## src/rtl/mem_ctrl_pkg.sv

```systemverilog
// Shared memory-stage definitions: bus widths, load/store opcodes and the
// decoded request record used by the byte-serial memory controller.
package mem_ctrl_pkg;

  localparam int ALUOP_W     = 8;
  localparam int DATA_ADDR_W = 32;

  localparam logic [ALUOP_W-1:0] EXE_LB_OP  = 8'b11100000;
  localparam logic [ALUOP_W-1:0] EXE_LBU_OP = 8'b11100100;
  localparam logic [ALUOP_W-1:0] EXE_LH_OP  = 8'b11100001;
  localparam logic [ALUOP_W-1:0] EXE_LHU_OP = 8'b11100101;
  localparam logic [ALUOP_W-1:0] EXE_LW_OP  = 8'b11100011;
  localparam logic [ALUOP_W-1:0] EXE_SB_OP  = 8'b11101000;
  localparam logic [ALUOP_W-1:0] EXE_SH_OP  = 8'b11101001;
  localparam logic [ALUOP_W-1:0] EXE_SW_OP  = 8'b11101011;

  // last holds the index of the final byte (size - 1)
  typedef struct packed {
    logic       req;
    logic       load;
    logic [1:0] last;
  } mem_op_t;

endpackage

```

## src/rtl/mem_ctrl_if.sv

```systemverilog
// Memory-stage request/response bus plus the byte-wide synchronous RAM port.
interface mem_ctrl_if
  import mem_ctrl_pkg::*;
#(
  parameter int ADDR_W = DATA_ADDR_W,
  parameter int RAM_AW = 17
);

  logic [ADDR_W-1:0]  mem_addr_i;
  logic [ALUOP_W-1:0] mem_aluop_i;
  logic [31:0]        rt_data_i;
  logic               stall_i;
  logic               done_o;
  logic [31:0]        rdata_o;
  logic [RAM_AW-1:0]  ram_addr_o;
  logic [7:0]         ram_dout_o;
  logic               ram_we_o;
  logic [7:0]         ram_din_i;

  modport slave (
    input  mem_addr_i, mem_aluop_i, rt_data_i, stall_i, ram_din_i,
    output done_o, rdata_o, ram_addr_o, ram_dout_o, ram_we_o
  );

  modport master (
    output mem_addr_i, mem_aluop_i, rt_data_i, stall_i, ram_din_i,
    input  done_o, rdata_o, ram_addr_o, ram_dout_o, ram_we_o
  );

endinterface

```

## src/rtl/mem_ctrl.sv

```systemverilog
// Byte-serial load/store controller: splits LB/LH/LW/SB/SH/SW into one RAM
// byte per cycle and raises done_o until the memory stage advances.
module mem_ctrl
  import mem_ctrl_pkg::*;
#(
  parameter int ADDR_W = DATA_ADDR_W,
  parameter int RAM_AW = 17
) (
  input logic       clk,
  input logic       rst,
  mem_ctrl_if.slave bus
);

  typedef enum logic [1:0] {IDLE, ACCESS, CAPTURE, DONE} state_t;

  function automatic mem_op_t decode(input logic [ALUOP_W-1:0] op);
    mem_op_t d;
    d = '0;
    case (op)
      EXE_LB_OP, EXE_LBU_OP: d = '{req: 1'b1, load: 1'b1, last: 2'd0};
      EXE_LH_OP, EXE_LHU_OP: d = '{req: 1'b1, load: 1'b1, last: 2'd1};
      EXE_LW_OP:             d = '{req: 1'b1, load: 1'b1, last: 2'd3};
      EXE_SB_OP:             d = '{req: 1'b1, load: 1'b0, last: 2'd0};
      EXE_SH_OP:             d = '{req: 1'b1, load: 1'b0, last: 2'd1};
      EXE_SW_OP:             d = '{req: 1'b1, load: 1'b0, last: 2'd3};
      default:               d = '0;
    endcase
    return d;
  endfunction

  state_t            state_q, state_d;
  mem_op_t           op_in;
  logic              load_q, load_d;
  logic [1:0]        last_q, last_d;
  logic [1:0]        idx_q, idx_d;
  logic [1:0]        nidx, pidx;
  logic [RAM_AW-1:0] base_q, base_d;
  logic [31:0]       wdata_q, wdata_d;
  logic              done_q, done_d;
  logic [31:0]       rdata_q, rdata_d;
  logic [RAM_AW-1:0] ram_addr_q, ram_addr_d;
  logic [7:0]        ram_dout_q, ram_dout_d;
  logic              ram_we_q, ram_we_d;
  logic              unused_addr_hi;

  // Address bits above the RAM window are dropped, giving modulo-2^RAM_AW wrap
  assign unused_addr_hi = ^bus.mem_addr_i[ADDR_W-1:RAM_AW];

  assign op_in = decode(bus.mem_aluop_i);
  assign nidx  = idx_q + 2'd1;
  assign pidx  = idx_q - 2'd1;

  always_ff @(posedge clk) begin
    if (!rst) state_q <= IDLE;
    else      state_q <= state_d;
  end

  always_comb begin
    state_d = state_q;
    case (state_q)
      IDLE:    if (op_in.req) state_d = ACCESS;
      ACCESS:  if (idx_q == last_q) state_d = load_q ? CAPTURE : DONE;
      CAPTURE: state_d = DONE;
      DONE:    if (!bus.stall_i) state_d = IDLE;
      default: state_d = IDLE;
    endcase
  end

  // Next values of every registered output; RAM read data lags its address by one cycle
  always_comb begin
    load_d     = load_q;
    last_d     = last_q;
    idx_d      = idx_q;
    base_d     = base_q;
    wdata_d    = wdata_q;
    rdata_d    = rdata_q;
    ram_addr_d = ram_addr_q;
    ram_dout_d = ram_dout_q;
    ram_we_d   = 1'b0;
    done_d     = 1'b0;
    case (state_q)
      IDLE: begin
        if (op_in.req) begin
          load_d     = op_in.load;
          last_d     = op_in.last;
          idx_d      = 2'd0;
          base_d     = bus.mem_addr_i[RAM_AW-1:0];
          wdata_d    = bus.rt_data_i;
          rdata_d    = '0;
          ram_addr_d = bus.mem_addr_i[RAM_AW-1:0];
          ram_dout_d = bus.rt_data_i[7:0];
          ram_we_d   = !op_in.load;
        end
      end
      ACCESS: begin
        if (load_q && (idx_q != 2'd0)) rdata_d[{pidx, 3'b000} +: 8] = bus.ram_din_i;
        if (idx_q != last_q) begin
          idx_d      = nidx;
          ram_addr_d = base_q + RAM_AW'(nidx);
          ram_dout_d = wdata_q[{nidx, 3'b000} +: 8];
          ram_we_d   = !load_q;
        end else begin
          done_d = !load_q;
        end
      end
      CAPTURE: begin
        rdata_d[{idx_q, 3'b000} +: 8] = bus.ram_din_i;
        done_d = 1'b1;
      end
      DONE:    done_d = bus.stall_i;
      default: ;
    endcase
  end

  always_ff @(posedge clk) begin
    if (!rst) begin
      load_q     <= 1'b0;
      last_q     <= '0;
      idx_q      <= '0;
      base_q     <= '0;
      wdata_q    <= '0;
      done_q     <= 1'b0;
      rdata_q    <= '0;
      ram_addr_q <= '0;
      ram_dout_q <= '0;
      ram_we_q   <= 1'b0;
    end else begin
      load_q     <= load_d;
      last_q     <= last_d;
      idx_q      <= idx_d;
      base_q     <= base_d;
      wdata_q    <= wdata_d;
      done_q     <= done_d;
      rdata_q    <= rdata_d;
      ram_addr_q <= ram_addr_d;
      ram_dout_q <= ram_dout_d;
      ram_we_q   <= ram_we_d;
    end
  end

  assign bus.done_o     = done_q;
  assign bus.rdata_o    = rdata_q;
  assign bus.ram_addr_o = ram_addr_q;
  assign bus.ram_dout_o = ram_dout_q;
  assign bus.ram_we_o   = ram_we_q;

endmodule

```

## src/flat_wrapper.sv

```systemverilog
// flat-port wrapper written by rule: the top's interface ports become plain ports
module mem_ctrl_flat import mem_ctrl_pkg::*;
#(
  parameter int ADDR_W = DATA_ADDR_W,
  parameter int RAM_AW = 17
)
  (clk, rst, bus_mem_addr_i, bus_mem_aluop_i, bus_rt_data_i, bus_stall_i, bus_ram_din_i, bus_done_o, bus_rdata_o, bus_ram_addr_o, bus_ram_dout_o, bus_ram_we_o);
  mem_ctrl_if #(.ADDR_W(ADDR_W), .RAM_AW(RAM_AW)) bus_i ();
  input logic clk;
  input logic rst;
  input wire logic [$bits(bus_i.mem_addr_i)-1:0] bus_mem_addr_i;
  input wire logic [$bits(bus_i.mem_aluop_i)-1:0] bus_mem_aluop_i;
  input wire logic [$bits(bus_i.rt_data_i)-1:0] bus_rt_data_i;
  input wire logic [$bits(bus_i.stall_i)-1:0] bus_stall_i;
  input wire logic [$bits(bus_i.ram_din_i)-1:0] bus_ram_din_i;
  output wire logic [$bits(bus_i.done_o)-1:0] bus_done_o;
  output wire logic [$bits(bus_i.rdata_o)-1:0] bus_rdata_o;
  output wire logic [$bits(bus_i.ram_addr_o)-1:0] bus_ram_addr_o;
  output wire logic [$bits(bus_i.ram_dout_o)-1:0] bus_ram_dout_o;
  output wire logic [$bits(bus_i.ram_we_o)-1:0] bus_ram_we_o;
  assign bus_i.mem_addr_i = bus_mem_addr_i;
  assign bus_i.mem_aluop_i = bus_mem_aluop_i;
  assign bus_i.rt_data_i = bus_rt_data_i;
  assign bus_i.stall_i = bus_stall_i;
  assign bus_i.ram_din_i = bus_ram_din_i;
  assign bus_done_o = bus_i.done_o;
  assign bus_rdata_o = bus_i.rdata_o;
  assign bus_ram_addr_o = bus_i.ram_addr_o;
  assign bus_ram_dout_o = bus_i.ram_dout_o;
  assign bus_ram_we_o = bus_i.ram_we_o;
  mem_ctrl #(.ADDR_W(ADDR_W), .RAM_AW(RAM_AW)) u_core (.clk(clk), .rst(rst), .bus(bus_i));
endmodule
```

## config.mk

```make
export PLATFORM = sky130hd
export DESIGN_NAME = mem_ctrl_flat
export DESIGN_NICKNAME = d
export VERILOG_FILES = /design/src/rtl/mem_ctrl_pkg.sv /design/src/rtl/mem_ctrl_if.sv /design/src/rtl/mem_ctrl.sv /design/src/flat_wrapper.sv
export SDC_FILE = /design/constraint.sdc
export NUM_CORES = 1
export LEC_CHECK = 0
export ABC_AREA = 1
export ABC_CLOCK_PERIOD_IN_PS = 4700
export CAP_MARGIN = 25
export CORE_MARGIN = 2
export CORE_UTILIZATION = 65
export DETAILED_ROUTE_END_ITERATION = 8
export DONT_BUFFER_PORTS = 1
export PLACE_DENSITY = 0.81
export RECOVER_POWER = 25
export SKIP_CTS_REPAIR_TIMING = 1
export SYNTH_ARGS = -nofsm -noshare
export SYNTH_HDL_FRONTEND = slang
export SYNTH_SLANG_ARGS = --single-unit
```

## constraint.sdc

```tcl
create_clock -name clk -period 4.7 [get_ports clk]
set_clock_uncertainty 0.05 [all_clocks]
set_input_delay 0.47 -clock clk [delete_from_list [all_inputs] [get_ports clk]]
set_output_delay 0.47 -clock clk [all_outputs]
set_load 0.03 [all_outputs]
```

-- Word-level counts from Yosys, hierarchy flattened
Index checks and enable logic that the tools add are counted.
- add/sub/neg operators: 5
- equality and inequality tests: 18
- shifts and indexed selects: 5
- muxes and demuxes: 25
- reduce and logical (&&, ||, !) cells: 13
- operators with widths (operator ; count):
    one-hot mux 32 bit (3 select lines) ; 1
    bitwise mux 32 bit ; 2
    == test 8 bit (second input constant) ; 8
    two-way mux 32 bit ; 2
    variable shift 8 x 7 -> 32 bit (first input constant) ; 2
    variable part select 8 x 7 -> 32 bit ; 2
    two-way mux 17 bit ; 2
    one-hot mux 17 bit (2 select lines) ; 1
    variable part select 32 x 6 -> 8 bit ; 1
    one-hot mux 4 bit (6 select lines) ; 1
    adder 17 x 2 -> 17 bit ; 1
    two-way mux 8 bit ; 2
    one-hot mux 8 bit (2 select lines) ; 1
    negator 5 -> 7 bit ; 2
    two-way mux 2 bit ; 5
    AND reduction 3 bit ; 3
    != test 2 x 1 -> 1 bit (second input constant) ; 4
    one-hot mux 2 bit (4 select lines) ; 1
    == test 2 bit (second input constant) ; 2
    two-way mux 1 bit ; 4
    one-hot mux 2 bit (2 select lines) ; 1
    nonzero test 2 bit ; 2
    OR reduction 2 bit ; 2
    one-hot mux 1 bit (3 select lines) ; 1
    12 further kinds ; 13
- flip-flop bits (word level): 115
- output and inout bits: 59
- logic and storage cells: 77

-- Depth between registers and ports, before layout
Gate-level depths: netlist of run 1.
- depth in word-level cells: 6
- mapped depth: 14
- gate-level depth less buffers: 13

-- Worst setup path before layout of run 1
No wires, ideal clock.
- path type: register -> register
- from: register u_core.idx_q[0]
- to: register u_core.ram_addr_q[4], in the netlist u_core.bus.ram_addr_o[4]
- setup time: 0.113 ns
- data arrival time: 2.166 ns
- slack: 2.371 ns
- stages on the path, launching flop included: 12
- buffers on the path: 1
- clock period less this slack: 2.329 ns
- cell sequence: dfxtp_1 -> buf_2 -> inv_1 -> ha_1 -> fa_1 -> nand2_1 -> nor2_1 -> or2_2 -> a22oi_1 -> nand2_1 -> nand2_1 -> nor2_1
- cells in the longest elaborated chain, start to end: 4
- ends and longest elaborated chain (item ; RTL line ; text):
    start, declared ; mem_ctrl.sv:35 ; logic [1:0] idx_q, idx_d;
    start signal, assigned ; mem_ctrl.sv:130 ; idx_q <= idx_d;
    adder 2 x 1 -> 2 bit ; mem_ctrl.sv:50 ; assign nidx = idx_q + 2'd1;
    adder 17 x 2 -> 17 bit ; mem_ctrl.sv:99 ; ram_addr_d = base_q + RAM_AW'(nidx);
    two-way mux 17 bit ; mem_ctrl.sv:97 ; if (idx_q != last_q) begin
    one-hot mux 17 bit (2 select lines) ; mem_ctrl.sv:81 ; case (state_q)
    end signal, assigned ; mem_ctrl.sv:135 ; ram_addr_q <= ram_addr_d;
    end, declared ; mem_ctrl.sv:41 ; logic [RAM_AW-1:0] ram_addr_q, ram_addr_d;
Parallel ways exist; a longest one is shown, timed or not. The select of a mux whose other input is x is not followed.
A chain may end at the register's enable or synchronous reset.

-- Worst setup path in the final report of run 1
- from: register u_core.state_q[1]
- to: register u_core.ram_addr_q[7], in the netlist u_core.bus.ram_addr_o[7]
- cells in the longest elaborated chain, start to end: 3
- ends and longest elaborated chain (item ; RTL line ; text):
    start, declared ; mem_ctrl.sv:31 ; state_t state_q, state_d;
    start signal, assigned ; mem_ctrl.sv:55 ; else state_q <= state_d;
    == test 2 x 1 -> 1 bit or zero test 2 bit (tied branches) ; mem_ctrl.sv:81 ;
    != test 2 x 1 -> 1 bit (no source line) or nonzero test 2 bit (tied branches) ; n/a ;
    AND reduction 3 bit (no source line) ; n/a ;
Parallel ways exist; a longest one is shown, timed or not.

==> summary.md, run 1 <==
| Metric | Value |
|---|---|
| ANT cells | 0 |
| FP Rows | 36 |
| Synth cell types | 32 |
| Hold crit path type | in -> reg |
| Port Buffers | 0 |
| Setup TNS | 0 ns |
| Overflow after GRT | 0 |
| Worst VDD drop | 331 uV |
| Seq/Total Area, Yosys | 34.8% |
| Number of synthesized flops with an enable pin | 0 |
| DRC | 0 |
| Power per Cell Area | 589 nW/um^2 |
| R2R setup slack | 1.50 ns |
| Nets | 1,124 |
| RR Startpoint | u_core.state_q[1] |
| Worst slack at placement | 1.53 ns |
| Post-place instance area | 6550 um^2 |
| WL per Instance | 15.3 um |
| Setup violations, final | 0 |
| Die Span Y | 105 um |
| Largest net degree at the start of global routing | 96 |
| Bufs on Longest Clock Path | 2 |
| Vias per cell | 5.79 |
| Total die area | 11,000 um^2 |
| Worst-path clk slew | 0.06 ns |
| GP Congestion | 0.973 |
| Final worst path period need | 3.20 ns |
| Initial Util | 67.5% |
| Die width | 105 um |
| Num CTS Buffers | 17 |
| Grt met2 use | 55.8% |
| Yosys warns | 0 |
| Layout fillers | 885 |
| Finished Core Util | 73.1% |
| Family with the most delay on the worst path | buffers and inverters |
| Clock tree sinks | 115 |
| CTS root buf | clkbuf_8 |
| Syn Area/Cell | 6.23 um^2 |
| Status | completed |
| Max-Cap Viols | 0 |
| Post-DRT Antenna Nets | 0 |
| Post-synth top flop | dfxtp_1 |
| Area grow syn2layout | 8.33% |
| Critical path data required time | 5.07 ns |
| Overall fraction of global-route tracks in use | 32.8% |
| Int Power | 2.33 mW |
| CP Launch Type | register |
| Switch Pwr | 1.89 mW |
| Count leader, synth | nand2_1 |
| DR pass1 iterations | 5 |
| Clock share of power | 30.7% |
| Reg area | 2300 um^2 |
| Vias | 6,796 |
| FMAX | 0.312 GHz |
| Worst-path cell chain | inv_1 > ha_1 > inv_1 > buf_4 > nand2_1 > o21ai_1 > a21oi_2 > buf_4 > nand2_1 > nor2_1 > nor2_1 |
| I/O pin total | 142 |
| Start point of the worst hold path | rst |
| Lkg Pwr | 2.75 nW |
| Sw frac | 44.8% |
| Crit Path Class | reg -> reg |
| Synth top area share | 34.8% |
| Post-synth top area cell | dfxtp_1 |
| Final WL | 17.9 mm |
| DR iter-0 viols | 472 |
| Hold EP | u_core.wdata_q[16] |
| Latest clock arrival within the worst-skew pair | 0.52 ns |
| Hpwl dp | 11.6 mm |
| Post-Syn Instances | 1,064 |
| Post-Syn Nets | 1,161 |
| CP Buf/Inv Count | 4 |
| Commonest cells post-synth | nand2_1 (282), nor2_1 (155), o21ai_0 (148) |
| Worst-margin pin slew | 1.13 ns |
| Synth area leaders | dfxtp_1 (35%), nand2_1 (16%), o21ai_0 (11%) |
| Number of global-route vias before repair | 6,270 |
| Arrival @ worst endpoint | 3.57 ns |
| Grt peak-use layer | met2 |
| Post-synthesis register bit count | 115 |
| Slew Limit Headroom | 24.5% |
| Final worst setup slack | 1.50 ns |
| Area of the mapped netlist | 6620 um^2 |
| RSZ-0062 raised after global routing | false |
| CTS tree | built |
| Cell at the slowest stage of the critical path | ha_1 |
| Antenna violations before repair | 0 |
| Total power | 4.23 mW |
| Final period utilization | 68.2% |
| Worst reg2reg endpoint | u_core.bus.ram_addr_o[7] |
| CP endpoint kind | register |
| Worst-path fanout max | 40 |
| WHS Path Cells | 2 |
| GR Util met3 | 8.86% |
| Final count of hold timing violations | 0 |
| Share of cells above drive strength 1 | 5.19% |
| Final instance area | 7180 um^2 |
| Multi-input gate area | 3740 um^2 |
| Combinational cell fraction of total power | 32.0% |
| Ys async rst share | 0% |
| Sequential power share | 37.3% |
| First-pass GRT wire length | 29.4 mm |
| CP peak stage delay | 0.68 ns |
| Final slew viol count | 0 |
| M1 GR Usage | 38.5% |
| R2r worst-path depth | 11 |
| H-tree levels | 4 |
| Core area | 9820 um^2 |
## worst max-delay path by stage
stage                     slack, ns         startpoint  depth (start not counted)                  endpoint
after floorplan                2.37    u_core.idx_q[0]                         11  u_core.bus.ram_addr_o[4]
after global placement         1.59    u_core.idx_q[0]                         10    u_core.bus.rdata_o[13]
after detailed placement       1.53    u_core.idx_q[0]                         10    u_core.bus.rdata_o[11]
after CTS                      1.44    u_core.idx_q[0]                         10    u_core.bus.rdata_o[13]
after global routing           1.22  u_core.state_q[1]                         11  u_core.bus.ram_addr_o[7]
final                          1.50  u_core.state_q[1]                         11  u_core.bus.ram_addr_o[7]
## cell families after synthesis
family	count (synthesis)	share of synthesized area, %
simple gates	506	30.6
compound gates	280	22.3
buf+inv	144	8.86
flops	115	34.8
fa+ha+maj	14	2.76
xor+xnor	5	0.661
## power by group through the flow
| stage | Clock [mW] | Sequential (mW) | Combinational, mW |
|---|---|---|---|
| 2_1_floorplan | 0 | 1.54 | 1.07 |
| 3_3_place_gp | 0 | 1.59 | 1.29 |
| 3_5_place_dp | 0 | 1.60 | 1.30 |
| 4_1_cts | 1.31 | 1.58 | 1.32 |
| 5_1_grt | 1.36 | 1.60 | 1.52 |
| 6_report | 1.30 | 1.58 | 1.35 |
## routing by layer
layer,routed length [um],up-vias
li1,-,3391
met1,7210,3045
met2,8740,300
met3,1480,60
met4,497,0
met5,0,-
## area by class of cell
class	instances	share of cell area, %
clock inverter	14	2.51
inverter	82	4.29
multi-input combinational	805	52.1
sequential	115	32.1
clock buffer	18	5.82
timing repair buffer	6	0.907
tap	133	2.32
## through the flow
| stage | hold slack [ns] | cells |
|---|---|---|
| floorplan | 0.397 | 1064 |
| global placement | 0.412 | 1139 |
| detailed placement | 0.419 | 1139 |
| CTS | 0.00660 | 1171 |
| global route | 0.0300 | 1173 |
| finish | 0.0343 | 1173 |
## state kept, by name, indices dropped and copies added, names as in the netlist
name                   cells
u_core.idx_q               2
u_core.bus.done_o          1
u_core.last_q              2
u_core.bus.ram_dout_o      8
u_core.bus.ram_we_o        1
u_core.base_q             17
u_core.bus.rdata_o        32
u_core.wdata_q            32
u_core.bus.ram_addr_o     17
u_core.load_q              1
u_core.state_q             2
## layout by cell type, fill, tap and decap left out
cell type	count
a21boi_0	9
clkinv_4	5
ha_1	13
bufinv_16	3
buf_12	1
fa_1	1
nor3_1	3
xor2_1	3
o22ai_1	1
nor2_2	2
buf_4	4
xnor2_1	2
nor2_1	155
inv_6	3
o21ai_1	4
a21boi_2	1
nand4_1	20
a31oi_1	8
a21oi_2	2
inv_2	4
buf_8	1
clkbuf_1	1
clkinvlp_4	2
or2_2	2
nand3_1	36
clkbuf_8	1
nand2_1	282
nand2_2	4
o211ai_1	9
dfxtp_1	115
nor2_4	2
a21oi_1	95
clkinv_2	1
a22oi_1	2
o21ai_0	149
inv_1	78
clkbuf_16	16
## worst register-to-register path: stages, from the launching register on
cell,delay [ns]
dfxtp_1,0.37
inv_1,0.10
ha_1,0.68
inv_1,0.14
buf_4,0.32
nand2_1,0.12
o21ai_1,0.10
a21oi_2,0.63
buf_4,0.34
nand2_1,0.08
nor2_1,0.12
nor2_1,0.05
Note: power is estimated with default switching activity, not from simulation.
==> run 2: changes to the inputs <==
Settings changed: ABC_CLOCK_PERIOD_IN_PS 4700 to 3100, CORE_UTILIZATION 65 to 64, PLACE_DENSITY 0.81 to 0.8.
Clock period 4.7 ns to 3.1 ns, I/O delays scaled along.
==> run 2 against run 1 <==
The run now ends with negative hold slack left. Combinational power is 62% higher. Global-route usage is 0.59 points lower. Routed wire length is 7.2% higher. Critical path depth is 3 lower. Register-to-register slack worse by 0.93 ns. Fmax is 27% higher. Setup slack worse by 0.93 ns. First-iteration DRC count is 4.4% higher. Sequential share of layout area is 2.1 points lower. Via count is 4.5% higher. Largest cell class unchanged.
==> summary.md, run 2 (synthesized netlist as in run 1, its figures left out) <==
| Metric | Value |
|---|---|
| Status | finished with violations |
| Failing checks | negative hold slack |
| Crit Path Class | reg -> reg |
| FMAX | 0.395 GHz |
| Hold crit path type | in -> reg |
| ANT cells | 0 |
| RR Startpoint | u_core.state_q[1] |
| Power per Cell Area | 828 nW/um^2 |
| Core area | 10,200 um^2 |
| Final period utilization | 81.6% |
| Num CTS Buffers | 17 |
| Largest net degree at the start of global routing | 96 |
| Latest clock arrival within the worst-skew pair | 0.51 ns |
| Total power | 6.35 mW |
| Total die area | 11,200 um^2 |
| M1 GR Usage | 39.3% |
| RSZ-0062 raised after global routing | false |
| Lkg Pwr | 2.95 nW |
| DRC | 0 |
| Worst-path fanout max | 13 |
| CTS root buf | clkbuf_8 |
| DR iter-0 viols | 493 |
| Share of cells above drive strength 1 | 5.76% |
| Layout fillers | 833 |
| Nets | 1,178 |
| Worst-path cell chain | inv_1 > ha_1 > inv_1 > a21oi_1 > nand3_1 > a21boi_0 > o21ai_0 > nor2_1 |
| Post-DRT Antenna Nets | 0 |
| Bufs on Longest Clock Path | 2 |
| GP Congestion | 0.970 |
| R2r worst-path depth | 8 |
| CP Launch Type | register |
| Most common cell after layout, fill and taps aside | nand2_1 |
| Cell at the slowest stage of the critical path | a21oi_1 |
| Grt met2 use | 55.3% |
| Most frequent cells in the layout | nand2_1 (282), nor2_1 (155), o21ai_0 (148) |
| Arrival @ worst endpoint | 2.93 ns |
| Critical path data required time | 3.50 ns |
| WL per Instance | 15.6 um |
| Final WL | 19.2 mm |
| CTS tree | built |
| Crit path top cell by count | inv_1 |
| Area grow syn2layout | 15.8% |
| Final count of hold timing violations | 4 |
| Clock tree sinks | 115 |
| Min Hold Slack | -0.0588 ns |
| Overflow after GRT | 0 |
| Start point of the critical path | u_core.state_q[1] |
| Overall fraction of global-route tracks in use | 32.2% |
| Port Buffers | 0 |
| Initial Util | 65.0% |
| FP Rows | 37 |
| Hpwl dp | 12.0 mm |
| H-tree levels | 4 |
| Final worst path period need | 2.53 ns |
| Setup violations, final | 0 |
| Die width | 106 um |
| Start point of the worst hold path | bus_mem_addr_i[3] |
| Worst-margin pin slew | 0.833 ns |
| Setup TNS | 0 ns |
| Grt peak-use layer | met2 |
| Worst-path clk slew | 0.06 ns |
| I/O pin total | 142 |
| Vias | 7,105 |
| Worst VDD drop | 497 uV |
| Die Span Y | 106 um |
| Number of global-route vias before repair | 6,228 |
| Final slew viol count | 0 |
| Vias per cell | 5.78 |
| Max-Cap Viols | 0 |
| First-pass GRT wire length | 29.4 mm |
| DR pass1 iterations | 6 |
| GR Util met3 | 7.17% |
| CP peak stage delay | 0.62 ns |
| WHS Path Cells | 2 |
| CP endpoint kind | register |
| Antenna violations before repair | 0 |
| Slew Limit Headroom | 44.3% |
[run 2: cell count changes in the layout (fill, tap and decap cells not counted), sizes merged]
cell | previous run | this run
inv | 85 | 88
clkbuf | 18 | 17
bufinv | 3 | 0
clkinv | 6 | 3
clkinvlp | 2 | 6
buf | 6 | 13
dlygate4sd3 | 0 | 47
[run 2: worst paths after layout]
path	to	slack, ns
worst max-delay path	u_core.bus.rdata_o[24]	0.57
worst min-delay path	u_core.base_q[3]	-0.06
worst max register to register	u_core.bus.rdata_o[24]	0.57
worst min register to register	u_core.wdata_q[31]	0.43
[run 2: cell type report]
class | count | area, um^2 | share of cell area (%)
repair buffers | 60 | 601 | 7.83
inverters | 82 | 308 | 4.01
well taps | 136 | 170 | 2.22
clock inverters | 15 | 125 | 1.63
multi-input cells | 805 | 3750 | 48.9
flip-flops and latches | 115 | 2300 | 30.0
clock buffers | 17 | 414 | 5.40
[run 2: stage by stage]
stage | cell area (um^2) | worst slack [ns] | cells | utilization, %
finish | 7670 | 0.570 | 1230 | 75.3
global route | 7670 | 0.289 | 1230 | 75.3
CTS | 7170 | 0.630 | 1182 | 70.4
detailed placement | 6630 | 0.635 | 1150 | 65.1
global placement | 6630 | 0.643 | 1150 | 65.1
floorplan | 6620 | 0.771 | 1064 | -
[run 2: worst max-delay path: cells and delay by family, from the launching register on]
family | cells | cell delay (ns)
and+or+nand+nor | 2 | 0.26
AOI/OAI and AO/OA | 3 | 0.94
buffers and inverters | 2 | 0.41
DFF | 1 | 0.36
adders and majority gates | 1 | 0.44
[run 2: layer usage]
layer / wire length (um) / vias up
met2: 9630 / 349
met1: 7560 / 3192
li1: - / 3509
met5: 0 / -
met4: 506 / 0
met3: 1530 / 55
[run 2: power by group]
part	internal, mW	switching (mW)	total (mW)
clock network	1.00	0.781	1.78
logic	0.623	1.56	2.19
registers	1.74	0.642	2.38
total	3.36	2.99	6.35
